File: src/rtl/pipe_stage_skid_reg.sv
// Parametrised inter-stage pipeline register with a valid/ready handshake,
// a 2-entry skid buffer (main reg M + skid reg S), flush, and PC-carrying bubbles.
module pipe_stage_skid_reg #(
  parameter int              WIDTH    = 400,
  parameter int              PC_W     = 32,
  parameter int              PC_LSB   = 0,
  parameter bit              KEEP_PC  = 1'b1,
  parameter logic [PC_W-1:0] RESET_PC = 32'h0000_3000
) (
  input  logic             clk,
  input  logic             rst_n,
  input  logic             i_in_valid,
  output logic             o_in_ready,
  input  logic [WIDTH-1:0] i_in_msg,
  output logic             o_out_valid,
  input  logic             i_out_ready,
  output logic [WIDTH-1:0] o_out_msg,
  input  logic             i_flush,
  input  logic [PC_W-1:0]  i_flush_pc,
  output logic [1:0]       o_occupancy
);

  generate
    if (PC_LSB + PC_W > WIDTH) begin : g_pc_range_check
      $error("pipe_stage_skid_reg: PC field does not fit inside the payload");
    end
  endgenerate

  // A bubble is all-zero except, when KEEP_PC is set, the PC field.
  function automatic logic [WIDTH-1:0] make_bubble(input logic [PC_W-1:0] pc);
    logic [WIDTH-1:0] b;
    b = '0;
    if (KEEP_PC) b[PC_LSB +: PC_W] = pc;
    return b;
  endfunction

  logic [WIDTH-1:0] r_m;
  logic             r_mv;
  logic [WIDTH-1:0] r_s;
  logic             r_sv;
  logic             r_in_ready;

  logic [WIDTH-1:0] w_m_nxt;
  logic             w_mv_nxt;
  logic [WIDTH-1:0] w_s_nxt;
  logic             w_sv_nxt;
  logic             w_accept;
  logic             w_emit;

  assign w_accept = i_in_valid & r_in_ready;
  assign w_emit   = r_mv & i_out_ready;

  // S always drains into M before new input can reach M, which keeps the order FIFO.
  always_comb begin
    w_m_nxt  = r_m;
    w_mv_nxt = r_mv;
    w_s_nxt  = r_s;
    w_sv_nxt = r_sv;
    if (i_flush) begin
      w_m_nxt  = make_bubble(i_flush_pc);
      w_mv_nxt = 1'b0;
      w_sv_nxt = 1'b0;
    end else if (!r_mv || w_emit) begin
      if (r_sv) begin
        w_m_nxt  = r_s;
        w_mv_nxt = 1'b1;
        w_sv_nxt = w_accept;
        if (w_accept) w_s_nxt = i_in_msg;
      end else begin
        w_mv_nxt = w_accept;
        if (w_accept) w_m_nxt = i_in_msg;
      end
    end else if (w_accept) begin
      w_s_nxt  = i_in_msg;
      w_sv_nxt = 1'b1;
    end
  end

  always_ff @(posedge clk or negedge rst_n) begin
    if (!rst_n) begin
      r_m        <= make_bubble(RESET_PC);
      r_mv       <= 1'b0;
      r_s        <= '0;
      r_sv       <= 1'b0;
      r_in_ready <= 1'b1;
    end else begin
      r_m        <= w_m_nxt;
      r_mv       <= w_mv_nxt;
      r_s        <= w_s_nxt;
      r_sv       <= w_sv_nxt;
      r_in_ready <= !w_sv_nxt;
    end
  end

  assign o_in_ready  = r_in_ready;
  assign o_out_valid = r_mv;
  assign o_out_msg   = r_m;
  assign o_occupancy = {1'b0, r_mv} + {1'b0, r_sv};

endmodule

File: config.mk
export PLATFORM = sky130hd
export DESIGN_NAME = pipe_stage_skid_reg
export DESIGN_NICKNAME = d
export VERILOG_FILES = /design/src/rtl/pipe_stage_skid_reg.sv
export SDC_FILE = /design/constraint.sdc
export NUM_CORES = 1
export LEC_CHECK = 0
export BUFFER_PORTS_ARGS = -buffer_cell sky130_fd_sc_hd__clkbuf_2
export CELL_PAD_IN_SITES_DETAIL_PLACEMENT = 0
export CELL_PAD_IN_SITES_GLOBAL_PLACEMENT = 1
export CORE_MARGIN = 3
export CORE_UTILIZATION = 35
export CTS_CLUSTER_SIZE = 25
export DETAILED_ROUTE_END_ITERATION = 10
export PLACE_DENSITY_LB_ADDON = 0.1
export SYNTH_ARGS = -nofsm -noshare
export SYNTH_HDL_FRONTEND = slang
export SYNTH_SLANG_ARGS = --single-unit
File: constraint.sdc
create_clock -name clk -period 2 [get_ports clk]
set_input_delay 0 -clock clk [delete_from_list [all_inputs] [get_ports clk]]
set_output_delay 0 -clock clk [all_outputs]
set_load 0.005 [all_outputs]
==> metrics.log <==
[metrics] critical setup path kind: reg2reg
[metrics] via count of the first global-routing pass: 30200
[metrics] share of the yosys chip area belonging to registers: ~57%
[metrics] starting density of the core: 35.4%
[metrics] Max-cap violations: 0
[metrics] Layout area overhead: 41.4%
[metrics] die outline area: ~0.11 mm^2
[metrics] cell breakdown of the critical path: nand2_1 -> a211oi_4 -> buf_4 -> buf_12 -> mux2_2
[metrics] drt first pass iters: 5
[metrics] reg2reg end: r_s[113]
[metrics] input/output buffers: 840
[metrics] final wirelength: ~130000 um
[metrics] commonest non-fill, non-tap cell in the layout: sky130_fd_sc_hd__clkbuf_2
[metrics] H-tree Lvls: 3
[metrics] number of DRC violations after detailed routing: 0
[metrics] Detailed Route Iter0 Violations: 1404
[metrics] vias after detailed routing: 28500
[metrics] RSZ-0062 raised after global routing: true
[metrics] Mapped Nets: approximately 3200
[metrics] row count: about 120
[metrics] largest fanout of any net on the critical path: 51
[metrics] data arrival time of the critical path: 2.50 ns
[metrics] Vert. Die Dim: 324 um
[metrics] final core occ: 50.0%
[metrics] hold_ws: 0.0872 ns
[metrics] routed len/inst: 22.9 um
[metrics] register bit total from synthesis: roughly 800
[metrics] share of the clock period used by the worst path after layout: 98.6%
[metrics] post-synthesis instance total: ~2800
[metrics] setup slack of the most critical reg-to-reg path: roughly 0.029 ns
[metrics] number of gates on the worst path with buffers counted: 5
[metrics] final-report setup violation count: 0
[metrics] Total GRT Usage: 23.3%
[metrics] number of antenna violations at the first check in global routing: 25
[metrics] most frequent cells in the layout: sky130_fd_sc_hd__clkbuf_2, sky130_fd_sc_hd__dfrtp_1, sky130_fd_sc_hd__dlygate4sd3_1, sky130_fd_sc_hd__a21oi_1, sky130_fd_sc_hd__mux2_2
[metrics] least setup slack across all paths after layout: between 0.02 and 0.03 ns
[metrics] shortest period the worst path allows: 1.97 ns
[metrics] startpoint kind of the worst setup timing path: register
[metrics] HPWL after detailed placement: 88200 um
[metrics] GPL Wtd Cong: 0.847
[metrics] share of layout cells above drive strength 1: between 30 and 40%
[metrics] cell area after synthesis: 0.0355 mm^2
[metrics] max-slew violations: 0
[metrics] top cell type by total area after synthesis: sky130_fd_sc_hd__dfrtp_1
[metrics] maximum cell stage delay along the critical path: 0.53 ns
[metrics] Least-Margin Pin Slew: 0.805 ns
[metrics] type of destination of the critical path: register
[metrics] CTS Root Cell: sky130_fd_sc_hd__clkbuf_16
[metrics] Crit path buffers/inverters: 2
[metrics] Rel. slew slack: 46.3%
[metrics] PwrDens: between 900 and 1000 mW/mm^2
[metrics] CTS tree: done
[metrics] fill cell instance count of the final layout: 9005
[metrics] clock sink count: about 800
[metrics] mean instance size in the synthesized netlist: 12.9 um^2
[metrics] average vias per placed instance: around 5.2
[metrics] Num CTS Buffers: 93
[metrics] hold crit path type: in2async
[metrics] R2R cell count: 5
[metrics] clock slew at reported path FFs: 0.06 ns
[metrics] maximum ir drop on the vdd rail: ~0.7 mV
[metrics] most area-consuming cells after synthesis: sky130_fd_sc_hd__dfrtp_1, sky130_fd_sc_hd__mux2_2, sky130_fd_sc_hd__mux2i_1, sky130_fd_sc_hd__a211oi_1, sky130_fd_sc_hd__a21oi_1
[metrics] floorplan core area: roughly 0.10 mm^2
[metrics] count of endpoints failing hold in the final timing report: 0
[metrics] number of distinct library cell variants in the gate-level netlist after synthesis: 23
[metrics] maximum clock skew at final layout: 0.0214 ns
[metrics] max frequency: 507 MHz
[metrics] result of the run: finished, final reports clean
[metrics] Setup Slack @ Placement: -0.346 ns
[metrics] largest buffer count on any clock path: 3
[metrics] Die Wd: 324 um
[metrics] number of nets in the final layout: 4498
[metrics] Worst path slowest cell: sky130_fd_sc_hd__dfstp_2
[metrics] clock network latency to the later pin of the worst-skew pair: 0.66 ns
[metrics] maximum number of pins on one net before global-route repair: 115
[metrics] standby leakage power: 21.9 nW
[metrics] overflow left after global routing: 0
[metrics] number of warnings reported in the yosys synthesis log: 0
[metrics] wire length of the first global-routing pass: 188000 um
[metrics] remaining antenna violation count after routing: 0
[metrics] startpoint of the most critical register-to-register path: o_in_ready
[metrics] top-area cell type share of the netlist area: about 56%
[metrics] I/O pin cnt: ~840
[metrics] gate family responsible for the most delay along the worst path: flip-flops
[metrics] required arrival time at the worst endpoint: 2.53 ns
## worst min-delay path: cells and delay by family
family                 cells  cell delay [ns]
buffers and inverters      3             1.10
## registers in the layout, summed over array words and instances, names as in the netlist
signal	count
o_out_msg	400
r_s	400
o_in_ready	1
o_out_valid	1
r_sv	1
## how the worst max path moves through the flow
stage | start | to | slack, ns
2_1_floorplan | o_in_ready | r_s[0] | 0.25
3_3_place_gp | o_in_ready | o_out_msg[5] | -0.37
3_5_place_dp | o_in_ready | o_out_msg[5] | -0.35
4_1_cts | r_sv | o_occupancy[0] | 0.01
5_1_grt | o_in_ready | r_s[113] | -0.02
6_report | o_in_ready | r_s[113] | 0.03
## stage by stage
stage          setup TNS (ns)  std cells  power (W)  instance area, um^2
3_5_place_dp           -21.91       4845     0.0291                42200
2_1_floorplan               0       2757     0.0254                35500
5_1_grt                -0.182       5505     0.0489                50100
6_report                    0       5508     0.0466                50100
3_3_place_gp            -4.33       4845     0.0287                42200
4_1_cts                     0       5485     0.0472                50000
## power breakdown
part / internal [W] / switching [W]
logic: 0.00462 / 0.00388
registers: 0.0195 / 0.00171
clock network: 0.0100 / 0.00690
## synthesized netlist by cell type
cell type,number
sky130_fd_sc_hd__buf_1,5
sky130_fd_sc_hd__a2111oi_0,32
sky130_fd_sc_hd__a211oi_4,1
sky130_fd_sc_hd__buf_2,78
sky130_fd_sc_hd__dfrtp_1,800
sky130_fd_sc_hd__a31oi_1,1
sky130_fd_sc_hd__clkbuf_1,149
sky130_fd_sc_hd__o31ai_1,32
sky130_fd_sc_hd__mux2i_1,368
sky130_fd_sc_hd__nand2b_1,2
sky130_fd_sc_hd__nand2_1,33
sky130_fd_sc_hd__a21o_1,1
sky130_fd_sc_hd__mux2_2,400
sky130_fd_sc_hd__maj3_1,1
sky130_fd_sc_hd__nor2_1,1
sky130_fd_sc_hd__dfstp_2,3
sky130_fd_sc_hd__inv_1,1
sky130_fd_sc_hd__ha_1,1
sky130_fd_sc_hd__and2_1,1
sky130_fd_sc_hd__nor2b_1,34
sky130_fd_sc_hd__a211oi_1,368
sky130_fd_sc_hd__a21oi_1,401
sky130_fd_sc_hd__buf_6,44
## per-layer routing
layer | GRT usage (%) | vias to the layer above | wire (um)
li1 | - | 12900 | -
met1 | 28.3 | 14400 | 50400
met2 | 38.6 | 902 | 60200
met3 | 6.12 | 244 | 9120
met4 | 10.9 | 20 | 6150
met5 | 0 | - | 119
## cell families (layout without fill, tap and decap cells)
kind of cell             after synthesis  count (layout)  share of synthesized area (%)
AO/OA/AOI/OAI                        836             836                           15.0
flip-flops                           803             803                           56.7
multiplexers                         768             768                           23.1
buffers and inverters                277            1654                           4.14
AND/OR/NAND/NOR                       71              72                           1.01
adder cells (fa/ha/maj)                2               2                         0.0635
other                                  0              16                              0
## layout make-up
class                   instances  area (um^2)  share of cell area (%)
flip-flops and latches        803        20100                    40.1
multi-input cells            1678        14000                    27.8
repair buffers               1483        11300                    22.6
clock buffers                 143         2730                    5.44
well taps                    1357         1700                    3.39
clock inverters                27          290                   0.579
diodes                         16         40.0                  0.0799
inverters                       1         3.75                 0.00749
## repair_timing
item	4_1_cts	5_1_grt
hold buffers	465	0
setup endpoints to repair	329	96
endpoints found under the hold margin	1491	0
pin swaps	1	0
setup buffers	4	6
gates cloned	1	1
resized for setup	5	5
Note: power is estimated with default switching activity, not from simulation.
